--- config.mk ---
export PLATFORM = sky130hd
export DESIGN_NAME = io_in_capture
export DESIGN_NICKNAME = d
export VERILOG_FILES = /design/src/rtl/io_capture_pkg.sv /design/src/rtl/io_edge_counter.sv /design/src/rtl/io_in_capture.sv
export SDC_FILE = /design/constraint.sdc
export NUM_CORES = 1
export LEC_CHECK = 0
export BUFFER_PORTS_ARGS = -buffer_cell sky130_fd_sc_hd__buf_4
export CORE_UTILIZATION = 56
export DETAILED_ROUTE_END_ITERATION = 12
export GPL_TIMING_DRIVEN = 0
export PLACE_DENSITY = 0.8
export SYNTH_ARGS = -nofsm -noshare
export SYNTH_HDL_FRONTEND = slang
export SYNTH_HIERARCHICAL = 1
export SYNTH_SLANG_ARGS = --single-unit
--- constraint.sdc ---
create_clock -name wb_clk_i -period 4.5 [get_ports wb_clk_i]
set_input_delay 1.35 -clock wb_clk_i [delete_from_list [all_inputs] [get_ports wb_clk_i]]
set_output_delay 1.35 -clock wb_clk_i [all_outputs]
set_load 0.05 [all_outputs]
--- src/rtl/io_capture_pkg.sv ---
// Shared constants for the io_in_capture block: register word offsets,
// ID value, CTRL field positions and the bus responder state encoding.
package io_capture_pkg;

  localparam int IO_W = 38;

  localparam logic [31:0] ID_VALUE = 32'h10C0_0001;

  // Word offsets (byte address bits [4:2]); offset 7 (0x1C) is unmapped.
  localparam logic [2:0] REG_ID     = 3'd0;
  localparam logic [2:0] REG_IN_LO  = 3'd1;
  localparam logic [2:0] REG_IN_HI  = 3'd2;
  localparam logic [2:0] REG_CTRL   = 3'd3;
  localparam logic [2:0] REG_COUNT  = 3'd4;
  localparam logic [2:0] REG_CMP    = 3'd5;
  localparam logic [2:0] REG_STATUS = 3'd6;

  // CTRL fields
  localparam int CTRL_EN_BIT  = 0;
  localparam int CTRL_PIN_LSB = 1;
  localparam int CTRL_PIN_W   = 6;
  localparam int CTRL_CLR_BIT = 7;

  // Highest selectable pad index; larger pin values count nothing.
  localparam logic [5:0] PIN_MAX = 6'd37;

  typedef enum logic [0:0] {
    ST_IDLE = 1'b0,
    ST_ACK  = 1'b1
  } wb_state_e;

endpackage

--- src/rtl/io_edge_counter.sv ---
// Rising-edge counter on one selectable synchronized pad, with a sticky
// compare-match flag.
import io_capture_pkg::*;

module io_edge_counter (
  input  logic            clk,
  input  logic            rst_n,
  input  logic [IO_W-1:0] io_sync,
  input  logic            en,
  input  logic [5:0]      pin,
  input  logic            clr,
  input  logic [31:0]     cmp,
  input  logic            match_clr,
  output logic [31:0]     count_o,
  output logic            match_o
);

  logic        prev_q, prev_d;
  logic [5:0]  pin_q, pin_d;
  logic [31:0] count_q, count_d;
  logic        match_q, match_d;
  logic        pin_valid, sel_bit, pin_changed, rise, match_set;

  // Pin mux, edge detect (suppressed right after a pin change), count and match.
  always_comb begin
    pin_valid   = (pin <= PIN_MAX);
    sel_bit     = pin_valid ? io_sync[pin] : 1'b0;
    pin_changed = (pin != pin_q);
    rise        = en & pin_valid & ~pin_changed & sel_bit & ~prev_q;
    prev_d      = sel_bit;
    pin_d       = pin;
    count_d     = count_q;
    if (clr) begin
      count_d = 32'd0;
    end else if (rise) begin
      count_d = count_q + 32'd1;
    end
    // Match fires only on a change of COUNT into the compare value.
    match_set = (count_d != count_q) && (count_d == cmp);
    match_d   = match_set | (match_q & ~match_clr);
  end

  // State registers for the counter path.
  always_ff @(posedge clk or negedge rst_n) begin
    if (!rst_n) begin
      prev_q  <= 1'b0;
      pin_q   <= 6'd0;
      count_q <= 32'd0;
      match_q <= 1'b0;
    end else begin
      prev_q  <= prev_d;
      pin_q   <= pin_d;
      count_q <= count_d;
      match_q <= match_d;
    end
  end

  assign count_o = count_q;
  assign match_o = match_q;

endmodule

--- src/rtl/io_in_capture.sv ---
// Wishbone classic register block that samples 38 pad inputs and counts
// rising edges on one selected pad.
// Optional build macro IO_CAPTURE_IRQ_EN drives user_irq[0] from STATUS.match.
import io_capture_pkg::*;

module io_in_capture (
  input  logic            wb_clk_i,
  input  logic            wb_rst_n,
  input  logic            wbs_cyc_i,
  input  logic            wbs_stb_i,
  input  logic            wbs_we_i,
  input  logic [31:0]     wbs_adr_i,
  input  logic [3:0]      wbs_sel_i,
  input  logic [31:0]     wbs_dat_i,
  output logic            wbs_ack_o,
  output logic [31:0]     wbs_dat_o,
  input  logic [IO_W-1:0] io_in,
  output logic [IO_W-1:0] io_oeb,
  output logic [2:0]      user_irq
);

  // Handshake: a request (cyc & stb) seen in IDLE is latched and answered
  // with ack for exactly one cycle; the responder then returns to IDLE, so
  // the master must deassert stb once it sees ack.

  logic [IO_W-1:0] sync1_q, sync1_d, sync2_q, sync2_d;
  wb_state_e       state_q, state_d;
  logic [2:0]      req_adr_q, req_adr_d;
  logic            req_we_q, req_we_d;
  logic [31:0]     req_dat_q, req_dat_d;
  logic [3:0]      req_sel_q, req_sel_d;
  logic [31:0]     dat_q, dat_d;
  logic            ctrl_en_q, ctrl_en_d;
  logic [5:0]      ctrl_pin_q, ctrl_pin_d;
  logic [31:0]     cmp_q, cmp_d;
  logic [31:0]     rd_data;
  logic            wr_en, clr_pulse, match_clr;
  logic [31:0]     count;
  logic            match;
  logic            unused_adr;

  assign unused_adr = &{1'b0, wbs_adr_i[31:5], wbs_adr_i[1:0]};

  // Two-flop synchronizer on all pads.
  always_comb begin
    sync1_d = io_in;
    sync2_d = sync1_q;
  end

  // Read mux over the synchronized view.
  always_comb begin
    rd_data = 32'd0;
    case (wbs_adr_i[4:2])
      REG_ID:     rd_data = ID_VALUE;
      REG_IN_LO:  rd_data = sync2_q[31:0];
      REG_IN_HI:  rd_data = {26'd0, sync2_q[37:32]};
      REG_CTRL:   rd_data = {24'd0, 1'b0, ctrl_pin_q, ctrl_en_q};
      REG_COUNT:  rd_data = count;
      REG_CMP:    rd_data = cmp_q;
      REG_STATUS: rd_data = {31'd0, match};
      default:    rd_data = 32'd0;
    endcase
  end

  // Responder FSM: accept in IDLE, ack one cycle, return to IDLE.
  always_comb begin
    state_d   = state_q;
    req_adr_d = req_adr_q;
    req_we_d  = req_we_q;
    req_dat_d = req_dat_q;
    req_sel_d = req_sel_q;
    dat_d     = 32'd0;
    case (state_q)
      ST_IDLE: begin
        if (wbs_cyc_i && wbs_stb_i) begin
          state_d   = ST_ACK;
          req_adr_d = wbs_adr_i[4:2];
          req_we_d  = wbs_we_i;
          req_dat_d = wbs_dat_i;
          req_sel_d = wbs_sel_i;
          dat_d     = rd_data;
        end
      end
      ST_ACK:  state_d = ST_IDLE;
      default: state_d = ST_IDLE;
    endcase
  end

  // Register writes take effect in the ack cycle from the latched request.
  always_comb begin
    wr_en      = (state_q == ST_ACK) && req_we_q;
    ctrl_en_d  = ctrl_en_q;
    ctrl_pin_d = ctrl_pin_q;
    cmp_d      = cmp_q;
    clr_pulse  = 1'b0;
    match_clr  = 1'b0;
    if (wr_en) begin
      if (req_adr_q == REG_CTRL && req_sel_q[0]) begin
        ctrl_en_d  = req_dat_q[CTRL_EN_BIT];
        ctrl_pin_d = req_dat_q[CTRL_PIN_LSB +: CTRL_PIN_W];
        clr_pulse  = req_dat_q[CTRL_CLR_BIT];
      end
      if (req_adr_q == REG_CMP) begin
        for (int b = 0; b < 4; b++) begin
          if (req_sel_q[b]) cmp_d[8*b +: 8] = req_dat_q[8*b +: 8];
        end
      end
      if (req_adr_q == REG_STATUS && req_sel_q[0]) begin
        match_clr = req_dat_q[0];
      end
    end
  end

  // Bus-side and configuration registers.
  always_ff @(posedge wb_clk_i or negedge wb_rst_n) begin
    if (!wb_rst_n) begin
      sync1_q    <= '0;
      sync2_q    <= '0;
      state_q    <= ST_IDLE;
      req_adr_q  <= 3'd0;
      req_we_q   <= 1'b0;
      req_dat_q  <= 32'd0;
      req_sel_q  <= 4'd0;
      dat_q      <= 32'd0;
      ctrl_en_q  <= 1'b0;
      ctrl_pin_q <= 6'd0;
      cmp_q      <= 32'd0;
    end else begin
      sync1_q    <= sync1_d;
      sync2_q    <= sync2_d;
      state_q    <= state_d;
      req_adr_q  <= req_adr_d;
      req_we_q   <= req_we_d;
      req_dat_q  <= req_dat_d;
      req_sel_q  <= req_sel_d;
      dat_q      <= dat_d;
      ctrl_en_q  <= ctrl_en_d;
      ctrl_pin_q <= ctrl_pin_d;
      cmp_q      <= cmp_d;
    end
  end

  io_edge_counter u_edge (
    .clk       (wb_clk_i),
    .rst_n     (wb_rst_n),
    .io_sync   (sync2_q),
    .en        (ctrl_en_q),
    .pin       (ctrl_pin_q),
    .clr       (clr_pulse),
    .cmp       (cmp_q),
    .match_clr (match_clr),
    .count_o   (count),
    .match_o   (match)
  );

  assign wbs_ack_o = (state_q == ST_ACK);
  assign wbs_dat_o = wbs_ack_o ? dat_q : 32'd0;
  assign io_oeb    = '1;

`ifdef IO_CAPTURE_IRQ_EN
  logic irq_q, irq_d;

  // Registered copy of the match flag as the interrupt line.
  always_comb irq_d = match;

  // Interrupt register.
  always_ff @(posedge wb_clk_i or negedge wb_rst_n) begin
    if (!wb_rst_n) irq_q <= 1'b0;
    else           irq_q <= irq_d;
  end

  assign user_irq = {2'b00, irq_q};
`else
  assign user_irq = 3'b000;
`endif

endmodule

==> flow_metrics.env <==
export IMPL_synthCells=907
export IMPL_wl_per_cell_um=21.7
export IMPL_fin_cells=1333
export IMPL_cp_data_required_time_ns=4.94
export IMPL_status="finished, final reports clean"
export IMPL_max_stage_delay_ns=0.63
export IMPL_vdd_drop_max_mv=0.404
export IMPL_cts_buffers=23
export IMPL_period_minus_slack_ns=4.33
export IMPL_reg2reg_slack_ns=0.17
export IMPL_ys_warn_count=6
export IMPL_grt_pass1_wl_um=45000
export IMPL_clock_latency_ns=0.52
export IMPL_grt_pass1_vias=7855
export IMPL_power_density_mw_per_mm2=428
export IMPL_coreArea_mm2=0.0188
export IMPL_finalNetCount=1199
export IMPL_worstMarginPinSlew_ns=1.32
export IMPL_antenna_found_initial=3
export IMPL_crit_top_cell="clkbuf_2"
export IMPL_hold_end="sync2_q[30]$_DFF_PN0_"
export IMPL_drc=0
export IMPL_drtIter0Drc=538
export IMPL_h_tree_depth=1
export IMPL_gr_total_overflow=0
export IMPL_dieArea_mm2=0.0197
export IMPL_synth_top_area_share_pct=53.1
export IMPL_cts_root_buf="clkbuf_16"
export IMPL_viasPerCell=5.90
export IMPL_place_ws_ns=-0.259
export IMPL_ys_seq_area_share_pct=53.1
export IMPL_rows=50
export IMPL_slew_viol_final=0
export IMPL_cts_hold_buf=0
export IMPL_reg2reg_from="wbs_ack_o$_DFF_PN0_"
export IMPL_dp_cells=1293
export IMPL_drt_total_wl_um=29000
export IMPL_hp_class="reg -> reg"
export IMPL_ys_flop_type="dfrtp_1"
export IMPL_antenna_left=0
export IMPL_synth_edf_count=0
export IMPL_insertedDiodeCount=0
export IMPL_fin_skew_ns=0.0246
export IMPL_synth_area_per_cell_um2=11.8
export IMPL_area_growth_pct=19.1
export IMPL_total_leakage_power_nw=5.96
export IMPL_path_cells="nand4_1 -> nor3b_4 -> buf_12 -> and2_1 -> clkbuf_2 -> clkbuf_1 -> clkbuf_2 -> nor2_1 -> mux2i_1 -> o221ai_1 -> or4_1 -> nor4_2 -> a41o_1"
export IMPL_slew_limit_headroom_pct=11.3
export IMPL_endpoint_kind="flip-flop"
export IMPL_syn_area_mm2=0.0107
export IMPL_fin_ws_ns=0.171
export IMPL_start_util_pct=57.2
export IMPL_r2r_end="u_edge/match_o$_DFF_PN0_"
export IMPL_final_util_pct=68.1
export IMPL_cp_arrival_ns=4.77
export IMPL_synth_cell_types=72
export IMPL_grt_max_degree=131
export IMPL_synth_most_common_cell="dfrtp_1"
export IMPL_grt_total_usage_pct=30.3
export IMPL_setup_tns_ns=0
export IMPL_reg2reg_depth=13
export IMPL_min_path_cells=0
export IMPL_yosysTopAreaCell="dfrtp_1"
export IMPL_fill_cells=1420
export IMPL_drive_above_1_share_pct=33.2
export IMPL_crit_type="reg -> reg"
export IMPL_worstPathMaxFanout=10
export IMPL_slowest_stage="dfrtp_1"
export IMPL_async_reset_ff_share_pct=100
export IMPL_setup_worst_path_start_class="flip-flop"
export IMPL_dr_pass1_iters=5
export IMPL_die_y_um=140
export IMPL_path_clk_slew_ns=0.06
export IMPL_power_mw=5.47
export IMPL_cts_sinks=228
export IMPL_ys_ff_latch=228
export IMPL_cap_violations=0
export IMPL_port_buffers=112
export IMPL_cts_path_max_buffers=3
export IMPL_cts_tree="yes"
export IMPL_rsz0062_at_grt="false"
export IMPL_dieWidth_um=140
export IMPL_synthTopCellsByCount="dfrtp_1, mux2_2, nor2_1, buf_4, nand2_1"
export IMPL_netlist_top_cells_area="dfrtp_1, mux2_2, buf_4"
export IMPL_worstHoldStart="sync1_q[30]$_DFF_PN0_"
export IMPL_fmax_mhz=231
export IMPL_hpwl_um=21200
export IMPL_pin_count=185
export IMPL_setup_viol=0
export IMPL_fin_crit_sh_pct=96.2
export IMPL_hold_viol_final=0
export IMPL_gp_congestion=0.951
export IMPL_vias=7861
cell usage in the layout, fill, tap and decap left out, types with 5 or more instances in the layout:
cell type / instances
conb_1: 41
nor4_1: 12
and2_1: 36
nand3_1: 13
a21oi_1: 22
mux2i_1: 18
buf_4: 154
dfrtp_1: 228
clkbuf_1: 20
or4_1: 7
buf_6: 6
nand2b_1: 5
inv_1: 14
o21ai_0: 5
buf_2: 22
nand4_1: 20
xnor2_1: 20
nor2_1: 69
a21o_1: 5
nor2b_1: 17
clkbuf_16: 23
mux2_2: 116
clkinv_2: 5
nand2_1: 36
and3_1: 9
nor3_1: 10
xor2_1: 25
or3_1: 6
a22oi_1: 25
nand3b_1: 10
worst max-delay path, delay by kind of cell, from the launching register on:
family | cells | cell delay, ns
buffers and inverters | 4 | 1.47
AND/OR/NAND/NOR | 6 | 1.46
flip-flops | 1 | 0.63
AO/OA/AOI/OAI | 2 | 0.40
multiplexers | 1 | 0.31
worst max path at each step:
| stage | start | to | slack (ns) | cells after the start |
|---|---|---|---|---|
| after floorplan | wbs_ack_o$_DFF_PN0_ | u_edge/match_o$_DFF_PN0_ | 0.85 | 13 |
| after global placement | wbs_ack_o$_DFF_PN0_ | u_edge/match_o$_DFF_PN0_ | -0.27 | 11 |
| after detailed placement | wbs_ack_o$_DFF_PN0_ | u_edge/match_o$_DFF_PN0_ | -0.26 | 11 |
| after CTS | wbs_ack_o$_DFF_PN0_ | u_edge/match_o$_DFF_PN0_ | 0.03 | 12 |
| after global routing | u_edge/count_o[8]$_DFF_PN0_ | u_edge/match_o$_DFF_PN0_ | 0.04 | 10 |
| final | wbs_ack_o$_DFF_PN0_ | u_edge/match_o$_DFF_PN0_ | 0.17 | 13 |
layer usage:
| layer | vias to the layer above | routed length, um | global-route usage [%] |
|---|---|---|---|
| li1 | 3514 | - | - |
| met1 | 3906 | 12600 | 42.4 |
| met2 | 364 | 13200 | 48.2 |
| met3 | 73 | 2160 | 5.37 |
| met4 | 4 | 1010 | 10.6 |
| met5 | - | 27 | 0 |
registers in the layout (all words and copies together), names as in the netlist:
| register | cells |
|---|---|
| cmp_q | 32 |
| ctrl_en_q | 1 |
| ctrl_pin_q | 6 |
| dat_q | 32 |
| req_adr_q | 3 |
| req_dat_q | 32 |
| req_sel_q | 4 |
| req_we_q | 1 |
| sync1_q | 38 |
| sync2_q | 38 |
| u_edge/count_o | 32 |
| u_edge/match_o | 1 |
| u_edge/pin_q | 6 |
| u_edge/prev_q | 1 |
| wbs_ack_o | 1 |
metrics by stage:
step                cell area, um2  hold WS (ns)
finish                       12800         0.345
global route                 12800         0.351
CTS                          12700         0.348
detailed placement           12100         0.335
global placement             12000         0.331
floorplan                    10900         0.331
repair_timing:
item | in CTS | in global routing
pin swaps | 0 | 1
setup buffers | 0 | 3
resized for setup | 2 | 3
setup endpoints to repair | 1 | 1
layout make-up:
class	count	area [um2]	share of cell area, %
plain buffers	88	561	4.38
well taps	234	293	2.29
multi-input cells	615	4570	35.7
inverters	15	56.3	0.440
repair buffers	116	911	7.12
clock inverters	8	71.3	0.558
clock buffers	29	618	4.83
flip-flops and latches	228	5710	44.6
power breakdown:
group | internal (mW) | switching (mW) | total, mW | leakage (nW)
Clock | 1.02 | 0.756 | 1.78 | 0.341
Combinational | 0.515 | 0.669 | 1.18 | 2.72
Sequential | 2.27 | 0.242 | 2.51 | 2.90
Total | 3.81 | 1.67 | 5.47 | 5.96
cell families (layout without fill, tap and decap cells):
group           after synthesis  after routing  share of synthesized area (%)
simple gates                277            277                           14.3
flops                       228            228                           53.1
mux                         140            140                           15.0
compound gates              111            111                           7.94
buf+inv                     103            256                           5.71
xor+xnor                     45             45                           3.67
other cells                   2             41                         0.0700
fa+ha+maj                     1              1                          0.117
Power figures use the tool's default switching activity.
